### src/rtl/vend_controller_if.sv
// Coin, selection and dispenser/change-return signal bundle around vend_controller.
// slave = controller side; master = machine side (coin acceptor, keypad, dispensers).
interface vend_controller_if;
    logic       fiveKurus;
    logic       tenKurus;
    logic       twentyFiveKurus;
    logic [1:0] select;
    logic       selValid;
    logic       cancel;
    logic       vendReq;
    logic [1:0] productId;
    logic       vendAck;
    logic       changeReq;
    logic       changeAck;
    logic [6:0] credit;
    logic       busy;
    logic       coinReject;
    logic       selError;

    modport master (
        output fiveKurus, tenKurus, twentyFiveKurus, select, selValid, cancel,
               vendAck, changeAck,
        input  vendReq, productId, changeReq, credit, busy, coinReject, selError
    );

    modport slave (
        input  fiveKurus, tenKurus, twentyFiveKurus, select, selValid, cancel,
               vendAck, changeAck,
        output vendReq, productId, changeReq, credit, busy, coinReject, selError
    );
endinterface

### src/rtl/vend_controller.sv
// Vending controller (IDLE/COLLECT/VEND/CHANGE); credit and flags update one edge after the event, waits indefinitely on vendAck/changeAck.
// Optional COLLECT idle auto-refund is enabled by defining VEND_TIMEOUT_EN.
module vend_controller #(
    parameter int PRICE0         = 30,
    parameter int PRICE1         = 45,
    parameter int PRICE2         = 60,
    parameter int PRICE3         = 85,
    parameter int MAX_CREDIT     = 95,
    parameter int TIMEOUT_CYCLES = 1000
) (
    input  logic              clock,
    input  logic              resetN,
    vend_controller_if.slave  bus
);

    typedef enum logic [1:0] {IDLE, COLLECT, VEND, CHANGE} state_t;

    state_t     state, stateNext;
    logic [6:0] creditQ, creditNext;
    logic [1:0] productQ, productNext;
    logic       coinRejectQ, coinRejectNext;
    logic       selErrorQ, selErrorNext;

    logic       coinEvent;
    logic       coinFits;
    logic [6:0] coinValue;
    logic [7:0] coinSum;
    logic [6:0] selPrice;
    logic [6:0] vendPrice;
    logic       timeoutHit;

    function automatic logic [6:0] priceOf(input logic [1:0] idx);
        case (idx)
            2'd0:    priceOf = 7'(PRICE0);
            2'd1:    priceOf = 7'(PRICE1);
            2'd2:    priceOf = 7'(PRICE2);
            default: priceOf = 7'(PRICE3);
        endcase
    endfunction

    always_comb begin
        coinValue = 7'd0;
        if (bus.fiveKurus)            coinValue = 7'd5;
        else if (bus.tenKurus)        coinValue = 7'd10;
        else if (bus.twentyFiveKurus) coinValue = 7'd25;
    end

    assign coinEvent = bus.fiveKurus | bus.tenKurus | bus.twentyFiveKurus;
    assign coinSum   = {1'b0, creditQ} + {1'b0, coinValue};
    // Simultaneous coin lines are ambiguous and always refused.
    assign coinFits  = $onehot({bus.fiveKurus, bus.tenKurus, bus.twentyFiveKurus})
                       && (coinSum <= 8'(MAX_CREDIT));
    assign selPrice  = priceOf(bus.select);
    assign vendPrice = priceOf(productQ);

`ifdef VEND_TIMEOUT_EN
    localparam int TW = $clog2(TIMEOUT_CYCLES + 1);

    logic [TW-1:0] idleTimer;
    logic          quietCycle;

    assign quietCycle = (state == COLLECT) && !coinEvent && !bus.selValid && !bus.cancel;
    assign timeoutHit = quietCycle && (idleTimer == TW'(TIMEOUT_CYCLES - 1));

    always_ff @(posedge clock or negedge resetN) begin
        if (!resetN)                    idleTimer <= '0;
        else if (quietCycle && !timeoutHit) idleTimer <= idleTimer + 1'b1;
        else                            idleTimer <= '0;
    end
`else
    // No timer: a non-negative timeout can never fire, so COLLECT waits forever.
    assign timeoutHit = (TIMEOUT_CYCLES < 0);
`endif

    always_comb begin
        stateNext      = state;
        creditNext     = creditQ;
        productNext    = productQ;
        coinRejectNext = coinEvent;
        selErrorNext   = 1'b0;
        case (state)
            IDLE: begin
                if (coinFits) begin
                    creditNext     = coinSum[6:0];
                    coinRejectNext = 1'b0;
                    stateNext      = COLLECT;
                end
            end
            COLLECT: begin
                if (bus.cancel) begin
                    stateNext = CHANGE;
                end else if (bus.selValid && (creditQ >= selPrice)) begin
                    productNext = bus.select;
                    stateNext   = VEND;
                end else begin
                    selErrorNext = bus.selValid;
                    if (timeoutHit) begin
                        stateNext = CHANGE;
                    end else if (coinFits) begin
                        creditNext     = coinSum[6:0];
                        coinRejectNext = 1'b0;
                    end
                end
            end
            VEND: begin
                if (bus.vendAck) begin
                    creditNext = creditQ - vendPrice;
                    stateNext  = (creditQ != vendPrice) ? CHANGE : IDLE;
                end
            end
            CHANGE: begin
                if (bus.changeAck) begin
                    if (creditQ <= 7'd5) begin
                        creditNext = 7'd0;
                        stateNext  = IDLE;
                    end else begin
                        creditNext = creditQ - 7'd5;
                    end
                end
            end
            default: stateNext = IDLE;
        endcase
    end

    always_ff @(posedge clock or negedge resetN) begin
        if (!resetN) begin
            state       <= IDLE;
            creditQ     <= '0;
            productQ    <= '0;
            coinRejectQ <= 1'b0;
            selErrorQ   <= 1'b0;
        end else begin
            state       <= stateNext;
            creditQ     <= creditNext;
            productQ    <= productNext;
            coinRejectQ <= coinRejectNext;
            selErrorQ   <= selErrorNext;
        end
    end

    assign bus.vendReq    = (state == VEND);
    assign bus.changeReq  = (state == CHANGE);
    assign bus.busy       = (state == VEND) || (state == CHANGE);
    assign bus.credit     = creditQ;
    assign bus.productId  = productQ;
    assign bus.coinReject = coinRejectQ;
    assign bus.selError   = selErrorQ;

endmodule

### src/flat_wrapper.sv
// flat-port wrapper written by rule: the top's interface ports become plain ports
module vend_controller_flat 
#(
    parameter int PRICE0         = 30,
    parameter int PRICE1         = 45,
    parameter int PRICE2         = 60,
    parameter int PRICE3         = 85,
    parameter int MAX_CREDIT     = 95,
    parameter int TIMEOUT_CYCLES = 1000
)
  (clock, resetN, bus_fiveKurus, bus_tenKurus, bus_twentyFiveKurus, bus_select, bus_selValid, bus_cancel, bus_vendAck, bus_changeAck, bus_vendReq, bus_productId, bus_changeReq, bus_credit, bus_busy, bus_coinReject, bus_selError);
  vend_controller_if bus_i ();
  input  logic clock;
  input  logic resetN;
  input wire logic [$bits(bus_i.fiveKurus)-1:0] bus_fiveKurus;
  input wire logic [$bits(bus_i.tenKurus)-1:0] bus_tenKurus;
  input wire logic [$bits(bus_i.twentyFiveKurus)-1:0] bus_twentyFiveKurus;
  input wire logic [$bits(bus_i.select)-1:0] bus_select;
  input wire logic [$bits(bus_i.selValid)-1:0] bus_selValid;
  input wire logic [$bits(bus_i.cancel)-1:0] bus_cancel;
  input wire logic [$bits(bus_i.vendAck)-1:0] bus_vendAck;
  input wire logic [$bits(bus_i.changeAck)-1:0] bus_changeAck;
  output wire logic [$bits(bus_i.vendReq)-1:0] bus_vendReq;
  output wire logic [$bits(bus_i.productId)-1:0] bus_productId;
  output wire logic [$bits(bus_i.changeReq)-1:0] bus_changeReq;
  output wire logic [$bits(bus_i.credit)-1:0] bus_credit;
  output wire logic [$bits(bus_i.busy)-1:0] bus_busy;
  output wire logic [$bits(bus_i.coinReject)-1:0] bus_coinReject;
  output wire logic [$bits(bus_i.selError)-1:0] bus_selError;
  assign bus_i.fiveKurus = bus_fiveKurus;
  assign bus_i.tenKurus = bus_tenKurus;
  assign bus_i.twentyFiveKurus = bus_twentyFiveKurus;
  assign bus_i.select = bus_select;
  assign bus_i.selValid = bus_selValid;
  assign bus_i.cancel = bus_cancel;
  assign bus_i.vendAck = bus_vendAck;
  assign bus_i.changeAck = bus_changeAck;
  assign bus_vendReq = bus_i.vendReq;
  assign bus_productId = bus_i.productId;
  assign bus_changeReq = bus_i.changeReq;
  assign bus_credit = bus_i.credit;
  assign bus_busy = bus_i.busy;
  assign bus_coinReject = bus_i.coinReject;
  assign bus_selError = bus_i.selError;
  vend_controller #(.PRICE0(PRICE0), .PRICE1(PRICE1), .PRICE2(PRICE2), .PRICE3(PRICE3), .MAX_CREDIT(MAX_CREDIT), .TIMEOUT_CYCLES(TIMEOUT_CYCLES)) u_core (.clock(clock), .resetN(resetN), .bus(bus_i));
endmodule
### config.mk
export PLATFORM = sky130hd
export DESIGN_NAME = vend_controller_flat
export DESIGN_NICKNAME = d
export VERILOG_FILES = /design/src/rtl/vend_controller_if.sv /design/src/rtl/vend_controller.sv /design/src/flat_wrapper.sv
export SDC_FILE = /design/constraint.sdc
export NUM_CORES = 1
export LEC_CHECK = 0
export BUFFER_PORTS_ARGS = -buffer_cell sky130_fd_sc_hd__clkbuf_2
export CAP_MARGIN = 5
export CORE_ASPECT_RATIO = 0.8
export CORE_UTILIZATION = 35
export DETAILED_ROUTE_END_ITERATION = 10
export PLACE_DENSITY = 0.53
export SETUP_SLACK_MARGIN = 0.15
export SLEW_MARGIN = 40
export SYNTH_ARGS = -nofsm -noshare
export SYNTH_HDL_FRONTEND = slang
export SYNTH_SLANG_ARGS = --single-unit
### constraint.sdc
create_clock -name clock -period 5.91 [get_ports clock]
set_input_delay 1.773 -clock clock [delete_from_list [all_inputs] [get_ports clock]]
set_output_delay 1.773 -clock clock [all_outputs]
set_load 0.02 [all_outputs]
# After elaboration in Yosys (flattened, before gate mapping)
# Cells that the tools add are included.
dict set report word_totals {
  word_cells 68
  out_inout_bits 14
  regBits 13
}
dict set report classes {
  n_mux 27
  n_reduce_logical 9
  n_lt_le_gt_ge 3
  n_addsub 5
  eq_ne 16
  n_bitwise 3
}
# op count
set op_table {}
lappend op_table {{$mux 7} 6}
lappend op_table {{$pmux 7 s3} 2}
lappend op_table {{$pmux 7 s4} 1}
lappend op_table {{$mux 5} 3}
lappend op_table {{$mux 2} 7}
lappend op_table {{$add 7x5->8} 1}
lappend op_table {{$eq 2x1->1 const B} 4}
lappend op_table {{$eq 2x2->1 const B} 4}
lappend op_table {{$le 8x7->1 const B} 1}
lappend op_table {{$ne 2x2->1 const B} 4}
lappend op_table {{$pmux 2 s4} 1}
lappend op_table {{$ge 7x7->1} 1}
lappend op_table {{$le 7x3->1 const B} 1}
lappend op_table {{$ne 7x7->1} 1}
lappend op_table {{$sub 7x3->7 const B} 1}
lappend op_table {{$sub 7x7->7} 1}
lappend op_table {{$logic_not 2->1} 3}
lappend op_table {{$mux 1} 6}
lappend op_table {{$reduce_and 5->1} 1}
lappend op_table {{$ne 2x1->1 const B} 2}
lappend op_table {{$reduce_and 4->1} 1}
lappend op_table {{$ne 3x2->1 const B} 1}
lappend op_table {{$reduce_and 3->1} 1}
lappend op_table {{$add 1x1->2} 1}
lappend op_table {{6 further kinds} 8}

# Depth between registers and ports, before layout
dict set report logic_depth {
  ltp_word 10
  ltp_mapped 12
  depth_no_buf 10
}

# Worst setup path before layout
# Ideal clock, no wire load.
dict set report synth_path {
  path_kind {input to register}
  from {input bus_tenKurus}
  to {register u_core.creditQ[0] (netlist: u_core.bus.credit[0])}
  n_path_buf 2
  setup_ps 125
  cell_stages 12
  path_slack_ps 1752
  t_arrival_ps 4033
  cell_sequence {inv_1 -> a21o_1 -> ha_1 -> fa_1 -> a21oi_1 -> a2bb2oi_1 -> mux2i_1 -> or3b_1 -> buf_2 -> and3_4 -> buf_6 -> mux2_4}
}
dict set report synth_via {
  elab_chain_len 9
  elab_cells_between_ends 12
}
# element line_no
set synth_lines {}
lappend synth_lines {{from (decl)} flat_wrapper.sv:16} ;# input wire logic [$bits(bus_i.tenKurus)-1:0] bus_tenKurus;
lappend synth_lines {{$mux 5} vend_controller.sv:44} ;# else if (bus.tenKurus) coinValue = 7'd10;
lappend synth_lines {{$mux 5} vend_controller.sv:43} ;# if (bus.fiveKurus) coinValue = 7'd5;
lappend synth_lines {{$add 7x5->8} vend_controller.sv:49} ;# assign coinSum = {1'b0, creditQ} + {1'b0, coinValue};
lappend synth_lines {{$le 8x7->1} vend_controller.sv:52} ;# && (coinSum <= 8'(MAX_CREDIT));
lappend synth_lines {{$logic_and 1x1->1} vend_controller.sv:52}
lappend synth_lines {{$mux 7 (*)} {vend_controller.sv:83, vend_controller.sv:99}}
lappend synth_lines {{$mux 7} vend_controller.sv:92} ;# end else if (bus.selValid && (creditQ >= selPrice)) begin
lappend synth_lines {{$mux 7} vend_controller.sv:90} ;# if (bus.cancel) begin
lappend synth_lines {{$pmux 7 s4 (*)} vend_controller.sv:81} ;# case (state)
lappend synth_lines {{to (signal assigned)} vend_controller.sv:134} ;# creditQ <= creditNext;
lappend synth_lines {{to (decl)} vend_controller.sv:19} ;# logic [6:0] creditQ, creditNext;
# Mark *: on every way between the ends. The rest lies on a longest branch, timed or not. The select of a mux whose other input is x is not followed.
# A chain may end at the register's enable or synchronous reset.

# Worst setup path in the final report
dict set report layout_path {
  from {input bus_tenKurus}
  to {register u_core.creditQ[4] (netlist: u_core.bus.credit[4])}
}
# Same word-level chain as after synthesis.

==> metrics.txt <==
# TYPE chip_impl_metric gauge
chip_impl_info{name="run_status",value="finished clean"} 1
chip_impl_metric{name="dieWidth",unit="µm"} 77.9
chip_impl_metric{name="period_needed",unit="ns"} 4.16
chip_impl_info{name="yosys_most_used_dff",value="dfrtp_1"} 1
chip_impl_metric{name="layout.nets",unit=""} 247
chip_impl_info{name="root_buffer",value="clkbuf_8"} 1
chip_impl_metric{name="worst_pin_slew",unit="ns"} 0.715
chip_impl_metric{name="holdWs",unit="ns"} 0.533
chip_impl_metric{name="setup.reg_to_reg.worst_slack",unit="ns"} 3.09
chip_impl_metric{name="post_synth_inst_count",unit=""} 189
chip_impl_metric{name="synth_area_per_cell",unit="µm²"} 8.53
chip_impl_metric{name="first_global_vias",unit=""} 1414
chip_impl_metric{name="initialDrtViolationCount",unit=""} 108
chip_impl_metric{name="drive_gt1_share",unit="%"} 15.4
chip_impl_metric{name="grt_start_max_net_pins",unit=""} 24
chip_impl_metric{name="core_area",unit="µm²"} 4310
chip_impl_metric{name="post_cts_resize_count",unit=""} 0
chip_impl_info{name="globalRoute.busiestLayer",value="met2"} 1
chip_impl_info{name="r2r_start",value="u_core.bus.credit[0]$_DFFE_PN0P_"} 1
chip_impl_metric{name="antenna_cells",unit=""} 0
chip_impl_metric{name="grtUsageMet3",unit="%"} 4.96
chip_impl_metric{name="gp_routability_congestion",unit=""} 0.862
chip_impl_info{name="tritoncts",value="built"} 1
chip_impl_info{name="crit-reg2reg-capture",value="u_core.bus.credit[4]$_DFFE_PN0P_"} 1
chip_impl_metric{name="die-area",unit="µm²"} 4880
chip_impl_info{name="hp-class",value="register to register"} 1
chip_impl_metric{name="dp_hpwl",unit="µm"} 3200
chip_impl_metric{name="dieHeight",unit="µm"} 62.7
chip_impl_metric{name="report.final.slew_viol_count",unit=""} 0
chip_impl_metric{name="fillCellCount",unit=""} 455
chip_impl_metric{name="ys_warn_count",unit=""} 0
chip_impl_metric{name="holdBufCountCts",unit=""} 0
chip_impl_metric{name="cts_post_setup_buffers_inserted",unit=""} 0
chip_impl_metric{name="maxCapViolCount",unit=""} 0
chip_impl_metric{name="timing.max_slew.rel_slack",unit="%"} 52.3
chip_impl_metric{name="finalHoldViolations",unit=""} 0
chip_impl_metric{name="max_freq",unit="MHz"} 241
chip_impl_info{name="critical_path_sink_type",value="register"} 1
chip_impl_metric{name="synthArstFlopShare",unit="%"} 100
chip_impl_info{name="start_point_of_the_worst_hold_path",value="u_core.bus.productId[1]$_DFFE_PN0P_"} 1
chip_impl_metric{name="power_density",unit="nW/µm²"} 595
chip_impl_metric{name="drtAntennaViolNets",unit=""} 0
chip_impl_metric{name="worst-endpoint-arrival",unit="ns"} 4.29
chip_impl_metric{name="setup_viol",unit=""} 0
chip_impl_metric{name="globalRoute.totalOverflow",unit=""} 0
chip_impl_metric{name="groute.layer.met1.usage",unit="%"} 26.5
chip_impl_metric{name="portion_of_the_post_synthesis_area_used_by_sequential_elements",unit="%"} 20.2
chip_impl_metric{name="numCtsBuffers",unit=""} 3
chip_impl_metric{name="synthesis.area",unit="µm²"} 1610
chip_impl_metric{name="flip_flop_and_latch_count_after_synthesis",unit=""} 13
chip_impl_metric{name="number_of_enable_flip_flop_cells_after_synthesis",unit=""} 0
chip_impl_metric{name="totalWireLength",unit="µm"} 4120
chip_impl_metric{name="worst_reg_to_reg_path_cell_count",unit=""} 8
chip_impl_metric{name="use_met2",unit="%"} 27.5
chip_impl_metric{name="post_drt_wl_per_cell",unit="µm"} 15.6
chip_impl_metric{name="total_number_of_h_tree_levels",unit=""} 1
chip_impl_metric{name="grt_pass1_wl",unit="µm"} 6960
chip_impl_metric{name="postSynthNetCount",unit=""} 227
chip_impl_metric{name="groute.usage.overall",unit="%"} 18.3
chip_impl_metric{name="timing.clock.skew",unit="ns"} 0.00399
chip_impl_metric{name="cellLeakagePower",unit="µW"} 0.000878
chip_impl_metric{name="path_max_fanout",unit=""} 7
chip_impl_metric{name="worst_ep_required_time",unit="ns"} 6.05
chip_impl_metric{name="cts-root-to-sink-buffers",unit=""} 2
chip_impl_metric{name="synthToLayoutAreaGrowth",unit="%"} 12.0
chip_impl_metric{name="floorplan.initialDensity",unit="%"} 37.4
chip_impl_info{name="critPathKind",value="input pin to register"} 1
chip_impl_metric{name="clock_insertion_delay_worst_skew",unit="ns"} 0.25
chip_impl_metric{name="clkSlewWorstSetupHoldPaths",unit="ns"} 0.06
chip_impl_metric{name="dr_total_vias",unit=""} 1474
chip_impl_metric{name="cts_sinks",unit=""} 13
chip_impl_metric{name="finalSetupTns",unit="ns"} 0
chip_impl_info{name="mostFrequentLayoutCells",value="24 x ha_1, 24 x clkbuf_2, 18 x inv_1"} 1
chip_impl_metric{name="yosys.cell_types.count",unit=""} 49
chip_impl_metric{name="detailed_route_drc_error_count",unit=""} 0
chip_impl_metric{name="area_of_all_sequential_standard_cells",unit="µm²"} 325
chip_impl_metric{name="avg_vias_per_cell",unit=""} 5.56
chip_impl_info{name="start_kind",value="input pin"} 1
chip_impl_metric{name="vdd_drop_max",unit="mV"} 0.218
chip_impl_metric{name="ioPinCount",unit=""} 25
chip_impl_metric{name="hold_depth",unit=""} 2
chip_impl_metric{name="grt_antenna_before_repair",unit=""} 0
chip_impl_metric{name="buffer_ports.inserted",unit=""} 24
chip_impl_metric{name="placement_rows",unit=""} 21
chip_impl_metric{name="fin_crit_sh",unit="%"} 70.3
chip_impl_info{name="rsz0062_at_grt",value="false"} 1
chip_impl_metric{name="multiInputGateArea",unit="µm²"} 1170
chip_impl_metric{name="detailedRoute.firstPassIterationCount",unit=""} 4
chip_impl_info{name="hold_end",value="u_core.bus.productId[1]$_DFFE_PN0P_"} 1
## layout make-up
cell class              count  area share, %
clock buffers               4           2.50
well taps                  57           3.95
flip-flops and latches     13           18.0
multi-input cells         149           65.1
repair buffers             24           6.66
inverters                  18           3.74
## cells in the mapped netlist, types with 4 or more instances
cell / number / area share [%]
nor2_1: 12 / 2.8
a31oi_1: 4 / 1.6
clkbuf_1: 6 / 1.4
o21ai_0: 7 / 2.2
nand3_1: 6 / 1.9
nor3_1: 4 / 1.2
nor2b_1: 5 / 1.9
a21oi_1: 7 / 2.2
xnor2_1: 5 / 2.7
nand2_1: 11 / 2.6
ha_1: 24 / 19
mux2i_1: 4 / 2.5
xor2_1: 7 / 3.8
dfrtp_1: 13 / 20
inv_1: 18 / 4.2
## sequential cells by signal, summed over array words and instances, names as in the netlist
name / flops
u_core.bus.coinReject: 1
u_core.state: 2
u_core.bus.selError: 1
u_core.bus.productId: 2
u_core.bus.credit: 7
## worst max-delay path, stage by stage
cell and delay, ns:
clkbuf_2 0.13, inv_1 0.06, a21o_1 0.16, ha_1 0.20, fa_1 0.40, a21oi_1 0.21
a2bb2oi_1 0.23, mux2i_1 0.12, or3b_1 0.46, and3_4 0.23, mux2_4 0.30
## where the power goes
part	switching (µW)	internal [µW]	total [µW]
logic	406	335	741
clock network	38.0	47.8	85.8
registers	118	128	246
## metrics by stage
| stage | power (µW) | setup slack [ns] | instances | area, µm² | utilization [%] |
|---|---|---|---|---|---|
| global placement | 972 | 1.59 | 261 | 1760 | 40.8 |
| floorplan | 794 | 1.75 | 189 | 1610 | - |
| detailed placement | 978 | 1.53 | 261 | 1760 | 40.8 |
| finish | 1070 | 1.75 | 265 | 1800 | 41.9 |
| CTS | 1070 | 1.77 | 265 | 1800 | 41.9 |
| global route | 1170 | 1.57 | 265 | 1800 | 41.9 |
## worst max-delay path by stage
stage | depth (start not counted) | from | end | slack [ns]
3_5_place_dp | 11 | bus_tenKurus | u_core.bus.credit[4]$_DFFE_PN0P_ | 1.53
6_report | 11 | bus_tenKurus | u_core.bus.credit[4]$_DFFE_PN0P_ | 1.75
4_1_cts | 11 | bus_tenKurus | u_core.bus.credit[4]$_DFFE_PN0P_ | 1.77
5_1_grt | 11 | bus_tenKurus | u_core.bus.credit[4]$_DFFE_PN0P_ | 1.57
2_1_floorplan | 12 | bus_tenKurus | u_core.bus.credit[0]$_DFFE_PN0P_ | 1.75
3_3_place_gp | 11 | bus_tenKurus | u_core.bus.credit[0]$_DFFE_PN0P_ | 1.59
## kinds of logic (layout without fill, tap and decap cells)
logic type / after synthesis / after routing / share of synthesized area (%)
simple gates: 54 / 54 / 17.7
compound gates: 49 / 49 / 21.3
fa+ha+maj: 27 / 27 / 22.4
buf+inv: 27 / 46 / 6.91
flops: 13 / 13 / 20.2
xor+xnor: 12 / 12 / 6.52
mux: 7 / 7 / 5.05
## metal layers
metal  wire [µm]  part of all wire [%]
met1        2040                    49
met2        1780                    43
met3         288                   7.0
met4          15                  0.36
met5           0                     0
No activity file was read; power rests on OpenSTA's default activity.
